--- config.mk ---
export PLATFORM = sky130hd
export DESIGN_NAME = logic_sweep_ctrl
export DESIGN_NICKNAME = d
export VERILOG_FILES = /design/src/rtl/logic_sweep_ctrl.sv
export SDC_FILE = /design/constraint.sdc
export NUM_CORES = 1
export LEC_CHECK = 0
export ABC_CLOCK_PERIOD_IN_PS = 3640
export BUFFER_PORTS_ARGS = -buffer_cell sky130_fd_sc_hd__buf_2
export CAP_MARGIN = 20
export CORE_MARGIN = 3
export CORE_UTILIZATION = 30
export DETAILED_ROUTE_END_ITERATION = 10
export REMOVE_ABC_BUFFERS = 1
export SYNTH_ARGS = -nofsm -noshare
export SYNTH_HDL_FRONTEND = slang
export SYNTH_SLANG_ARGS = --single-unit
--- constraint.sdc ---
create_clock -name clk -period 3.64 [get_ports clk]
set_input_delay 0.546 -clock clk [delete_from_list [all_inputs] [get_ports clk]]
set_output_delay 0.546 -clock clk [all_outputs]
set_load 0.01 [all_outputs]
--- src/rtl/logic_sweep_ctrl.sv ---
// Truth-table sweep controller: steps {C,B,A} through 0..7, lets the gate
// datapath settle, captures x/y per vector and grades them against golden tables.
module logic_sweep_ctrl #(
    parameter logic [7:0] EXP_X = 8'h8F,
    parameter logic [7:0] EXP_Y = 8'h0F
) (
    input  logic       clk,
    input  logic       rst_n,
    input  logic       ena,
    input  logic       start,
    input  logic       abort,
    input  logic [3:0] dwell,
    output logic [2:0] abc_out,
    input  logic       x_in,
    input  logic       y_in,
    output logic       busy,
    output logic       done,
    output logic       pass,
    output logic [7:0] tt_x,
    output logic [7:0] tt_y,
    output logic [3:0] mismatch_cnt,
    output logic [2:0] first_fail
);

    typedef enum logic [1:0] {
        S_IDLE,
        S_SETTLE,
        S_SAMPLE,
        S_DONE
    } state_t;

    state_t     r_state;
    logic [2:0] r_vec;
    logic [3:0] r_cnt;
    logic [3:0] r_dwell;

    logic       w_mis;
    logic [3:0] w_mis_next;

    assign w_mis      = (x_in != EXP_X[r_vec]) || (y_in != EXP_Y[r_vec]);
    assign w_mis_next = mismatch_cnt + 4'(w_mis);

    always_ff @(posedge clk or negedge rst_n) begin
        if (!rst_n) begin
            r_state      <= S_IDLE;
            r_vec        <= 3'd0;
            r_cnt        <= 4'd0;
            r_dwell      <= 4'd0;
            abc_out      <= 3'd0;
            busy         <= 1'b0;
            done         <= 1'b0;
            pass         <= 1'b0;
            tt_x         <= 8'd0;
            tt_y         <= 8'd0;
            mismatch_cnt <= 4'd0;
            first_fail   <= 3'd0;
        end else if (ena) begin
            if (abort) begin
                // Results of the cancelled sweep are left visible; only status drops.
                r_state <= S_IDLE;
                r_vec   <= 3'd0;
                r_cnt   <= 4'd0;
                abc_out <= 3'd0;
                busy    <= 1'b0;
                done    <= 1'b0;
                pass    <= 1'b0;
            end else begin
                unique case (r_state)
                    S_IDLE, S_DONE: begin
                        if (start) begin
                            r_state      <= S_SETTLE;
                            r_vec        <= 3'd0;
                            r_cnt        <= dwell;
                            r_dwell      <= dwell;
                            abc_out      <= 3'd0;
                            busy         <= 1'b1;
                            done         <= 1'b0;
                            pass         <= 1'b0;
                            tt_x         <= 8'd0;
                            tt_y         <= 8'd0;
                            mismatch_cnt <= 4'd0;
                            first_fail   <= 3'd0;
                        end
                    end
                    S_SETTLE: begin
                        if (r_cnt == 4'd0) begin
                            r_state <= S_SAMPLE;
                        end else begin
                            r_cnt <= r_cnt - 4'd1;
                        end
                    end
                    S_SAMPLE: begin
                        tt_x[r_vec] <= x_in;
                        tt_y[r_vec] <= y_in;
                        if (w_mis) begin
                            mismatch_cnt <= w_mis_next;
                            if (mismatch_cnt == 4'd0) begin
                                first_fail <= r_vec;
                            end
                        end
                        if (r_vec == 3'd7) begin
                            r_state <= S_DONE;
                            abc_out <= 3'd0;
                            busy    <= 1'b0;
                            done    <= 1'b1;
                            pass    <= (w_mis_next == 4'd0);
                        end else begin
                            r_state <= S_SETTLE;
                            r_vec   <= r_vec + 3'd1;
                            abc_out <= r_vec + 3'd1;
                            r_cnt   <= r_dwell;
                        end
                    end
                    default: begin
                        r_state <= S_IDLE;
                    end
                endcase
            end
        end
    end

endmodule

# Word level (Yosys, flattened, before mapping)
# Memory sizes are Yosys's and may differ from the RTL's.
# Cells that the tools add are included.
word_totals:
  ff_bits: 42
  romBits: 16
  out_inout_bits: 29
  wordCells: 95
  mem_count: 2
classes:
  addsub: 3
  order_cmp: 2
  eq_ne: 14
  muxes: 43
  bitwise_logic: 1
  reduce_logical: 18
mem_list:
  columns: ["memory", "depth", "width", "rd", "rd_clocked_by_memory_dff", "wr", "line", "rtl"]
  rows:
  - ["(no name shown)", 8, 1, 1, 0, 0, "40", "assign w_mis = (x_in != EXP_X[r_vec]) || (y_in != EXP_Y[r_vec]);"]
  - ["(no name shown)", 8, 1, 1, 0, 0, "40", null]
op_table:
  columns: ["operator", "count"]
  rows:
  - ["8-bit case mux with 2 select lines", 2]
  - ["4-bit two-way mux", 6]
  - ["3-bit two-way mux", 7]
  - ["4-bit AND reduction", 5]
  - ["3-bit case mux with 2 select lines", 3]
  - ["8-bit bitwise mux", 2]
  - ["3-bit inequality test, second input constant", 5]
  - ["4-bit zero test", 3]
  - ["4-bit case mux with 3 select lines", 1]
  - ["1-bit two-way mux", 11]
  - ["2-bit two-way mux", 4]
  - ["8-bit two-way mux", 1]
  - ["4-bit case mux with 2 select lines", 1]
  - ["2-bit inequality test, second input constant", 3]
  - ["1-bit case mux with 2 select lines", 3]
  - ["2-bit case mux with 3 select lines", 1]
  - ["3-bit AND reduction", 2]
  - ["6-bit AND reduction", 1]
  - ["5-bit AND reduction", 1]
  - ["4-bit by 1-bit adder with 4-bit output", 1]
  - ["2-bit == test, second input constant", 2]
  - ["3-bit by 4-bit < comparator with 1-bit output, second input constant", 1]
  - ["4-bit by 1-bit subtractor with 4-bit output, second input constant", 1]
  - ["3-bit by 1-bit adder with 3-bit output, second input constant", 1]
  - ["12 further kinds", 13]

# Depth between registers and ports, before layout
logic_depth:
  word_depth: 9
  ltp_mapped: 12
  mapped_depth_nobuf: 11

# Worst setup path after synthesis
# No wires, ideal clock.
synth_path:
  kind: "flip-flop to flip-flop"
  startpoint: "register r_vec[0]"
  endpoint: "register pass"
  setup_ns: 0.064
  arrival_ns: 2.497
  required_ns: 3.576
  setup_slack_ns: 1.079
  stages_incl_launch_ff: 12
  path_buffers: 1
  path_cell_list: "dfrtp_1 > ha_1 > inv_1 > ha_1 > xnor2_1 > or2_2 > clkbuf_1 > ha_1 > ha_1 > or4_1 > nor2_1 > mux2_2"
synth_via:
  elab_chain_len: 9
  word_cells_on_any_way: 15
  classes_between: "1 x add/sub; 4 x eq/ne; 5 x mux; 3 x reduce/logical; 2 x memory"
synth_lines:
  columns: ["element", "line", "rtl"]
  rows:
  - ["start: declaration", "33", "logic [2:0] r_vec;"]
  - ["start signal: assignment", "109", "r_vec <= r_vec + 3'd1;"]
  - ["memory 8 x 1 bit", null, null]
  - ["1-bit two-way mux (implied by the code)", "40", null]
  - ["1-bit inequality test", "40", null]
  - ["1-bit logical OR", "40", null]
  - ["4-bit by 1-bit adder with 4-bit output", "41", "assign w_mis_next = mismatch_cnt + 4'(w_mis);"]
  - ["4-bit zero test", "106", "pass <= (w_mis_next == 4'd0);"]
  - ["1-bit two-way mux", "101", "if (r_vec == 3'd7) begin"]
  - ["1-bit case mux with 2 select lines", "68", "unique case (r_state)"]
  - ["1-bit two-way mux", "58", "if (abort) begin"]
  - ["end signal: assignment", "106", null]
  - ["end: declaration", "18", "output logic pass,"]
# Several ways; a longest one is shown, not always the timed one. The select of a mux whose other input is x is not followed.
# A chain may end at the register's enable or synchronous reset.

# Final worst setup path
# Ends and elaborated chain as after synthesis.

==> flow_summary.toml <==
[detailed_routing]
vias = 1887
drt_wl_total_um = 5360
drt_iter0_markers = 77
drt_first_pass_iters = 4
ant_nets = 0
drc = 0
drt-wirelength-per-cell_um = 14.2
viasPerCell = 4.99

[clocking]
cts.sinks = 42
clock_latency_ns = 0.29
max-clock-path-buffers = 2
hold_buffers = 0
cts_setup_buffers = 0
cts_tree = "built"
clk_pin_slew_ns = 0.08
cts-root-buf = "clkbuf_8"
h-tree-depth = 2
numCtsBuffers = 5
cts.repair.resized = 0

[final_layout]
fin_area_um2 = 2670
diodes = 0
drive_above_1_share_pct = 23.3
n_fill_cell = 773
num-nets-final = 299
syn2layout_area_growth_pct = 14.6

[floorplan]
io_pins = 40
die_w_um = 94.1
core_area_um2 = 7410
die_height_um = 94.1
dieArea_um2 = 8850
initial_core_util_pct = 31.4
rows = 31

[worst_setup_path]
start_kind = "flip-flop"
cpMostUsedCell = "ha_1"
cp-end-kind = "flip-flop"
crit_fanout = 14
crit_arrival_ns = 3.10
crit_family = "simple AND/OR/NAND/NOR gates"
cpMaxStageDelayCell = "dfrtp_1"
worstPathCellList = "ha_1, inv_1, ha_1, xnor2_1, or2_2, ha_1, ha_1, or4_1, nor2_1, mux2_2"
critPathBufInv = 1
critPathMaxStageDelay_ns = 0.57
cp.required_ns = 3.87
critical_path_class = "reg -> reg"

[grt]
grt_usage_pct = 13.1
grt_pass1_vias = 1944
grt_pass1_wl_um = 9340
gr-total-overflow = 0
grt_start_max_net_pins = 43
antenna_found_initial = 0

[place]
dp_hpwl_um = 3740
gp_congestion = 0.809
port_buffers = 39
place_area_um2 = 2590

[yosys]
post-synth-top-count-cell = "dfrtp_1"
synthTopCellsByArea = "dfrtp_1 45%, o21ai_0 4.9%, ha_1 4.8%, a21oi_1 3.9%, nand2_1 3.9%"
syn_avg_cell_area_um2 = 9.47
synth_cell_types = 43
synth-seq-cells = 42
yosys.area.top_type_share_pct = 45.1
yosysTopAreaCell = "dfrtp_1"
ys_seq_area_share_pct = 45.1
synth_area_um2 = 2330
async_flop_share_pct = 100
postSynthCellCount = 246
synth-main-ff-cell = "dfrtp_1"
synth_warnings = 0
synth_common_cells = "42 x dfrtp_1, 24 x nand2_1, 23 x o21ai_0"
synth-edff-count = 0

[sta]
finalClockSkew_ns = 0.00907
rsz0062_at_grt = "false"
fin_hold_ws_ns = 0.388
fin_crit_sh_pct = 78.9
tns_ns = 0
setup_viol = 0
slew_violations = 0
clock.fmax_ghz = 0.348
worst_pin_slew_ns = 0.969
slew_headroom_pct = 35.4
hold_viol = 0
period_minus_slack_ns = 2.87

[hold_path]
hold_class = "in -> async"

[outcome]
status = "finished clean"

[pwr]
pwr_density_cell_nw_per_um2 = 455
vdd_ir_drop_max_mv = 0.250
p_leak_nw = 1.25

[run]
maxCapViolations = 0
## where the power goes
group | total (W) | switching, W | internal (W)
Clock | 0.000287 | 0.000158 | 0.000129
Sequential | 0.000585 | 0.0000517 | 0.000533
Combinational | 0.000342 | 0.000199 | 0.000143
## kinds of logic (layout without fill, tap and decap cells)
kind of cell	count (synthesis)	in the layout	share of synthesized area, %
compound gates	67	67	18.2
flops	42	42	45.1
fa+ha+maj	9	9	4.84
mux	9	9	4.19
buf+inv	26	59	4.73
simple gates	87	87	20.6
xor+xnor	6	6	2.26
## placed cells by master (no fill, tap or decap), types with 5 or more instances in the layout
cell type and instances:
dfrtp_1 42, buf_2 39, nand2_1 24, o21ai_0 23, a21oi_1 18, and3_1 14, inv_1 12, nand3_1 9
ha_1 9, or2_2 7, mux2_2 6, nand2b_1 5, o211ai_1 5, a22o_1 5, clkbuf_8 5
## metal layers
metal / part of all wire (%) / wire length, µm / GRT usage [%] / vias up
li1: - / - / - / 946
met1: 47 / 2520 / 16.8 / 898
met2: 48 / 2580 / 22.2 / 41
met3: 4.3 / 229 / 2.64 / 2
met4: 0.65 / 35 / 3.97 / 0
met5: 0 / 0 / 0 / -
## per-stage QoR
step           total power [W]  util [%]  worst slack [ns]  cells
2_1_floorplan         0.000825         -              1.00    232
3_3_place_gp          0.000933      35.0             0.863    371
3_5_place_dp          0.000938      35.0             0.817    371
4_1_cts                0.00123      36.0             0.769    378
5_1_grt                0.00131      36.0             0.611    378
6_report               0.00121      36.0             0.769    378
## flip-flops by register name, summed over array words and instances, names as in the netlist
| name | flops |
|---|---|
| tt_x | 8 |
| r_state | 2 |
| tt_y | 8 |
| done | 1 |
| abc_out | 3 |
| pass | 1 |
| r_dwell | 4 |
| mismatch_cnt | 4 |
| first_fail | 3 |
| r_vec | 3 |
| busy | 1 |
| r_cnt | 4 |
## layout make-up
cell class | count | area, µm² | share of cell area [%]
flip-flops and latches | 42 | 1050 | 39.4
clock inverters | 2 | 10.0 | 0.375
inverters | 12 | 45.0 | 1.69
clock buffers | 5 | 68.8 | 2.58
well taps | 99 | 124 | 4.64
multi-input cells | 178 | 1170 | 43.7
repair buffers | 40 | 203 | 7.59
## worst paths after layout
path	startpoint	cells past startpoint	slack (ns)	to
min	rst_n	1	0.39	r_dwell[1]
max	r_vec[0]	10	0.77	pass
max reg2reg	r_vec[0]	10	0.77	pass
min reg2reg	tt_y[0]	2	0.51	tt_y[0]
min in group clk	dwell[3]	2	0.49	r_dwell[3]
max in group asynchronous	rst_n	1	2.63	tt_y[2]
## worst reg2reg max path, delay by kind of cell, from the launching register on
kind | cells | cell delay, ns
simple gates | 3 | 0.97
buf+inv | 1 | 0.05
flops | 1 | 0.57
mux | 1 | 0.14
xor+xnor | 1 | 0.14
fa+ha+maj | 4 | 0.94
Note: power is estimated with default switching activity, not from simulation.
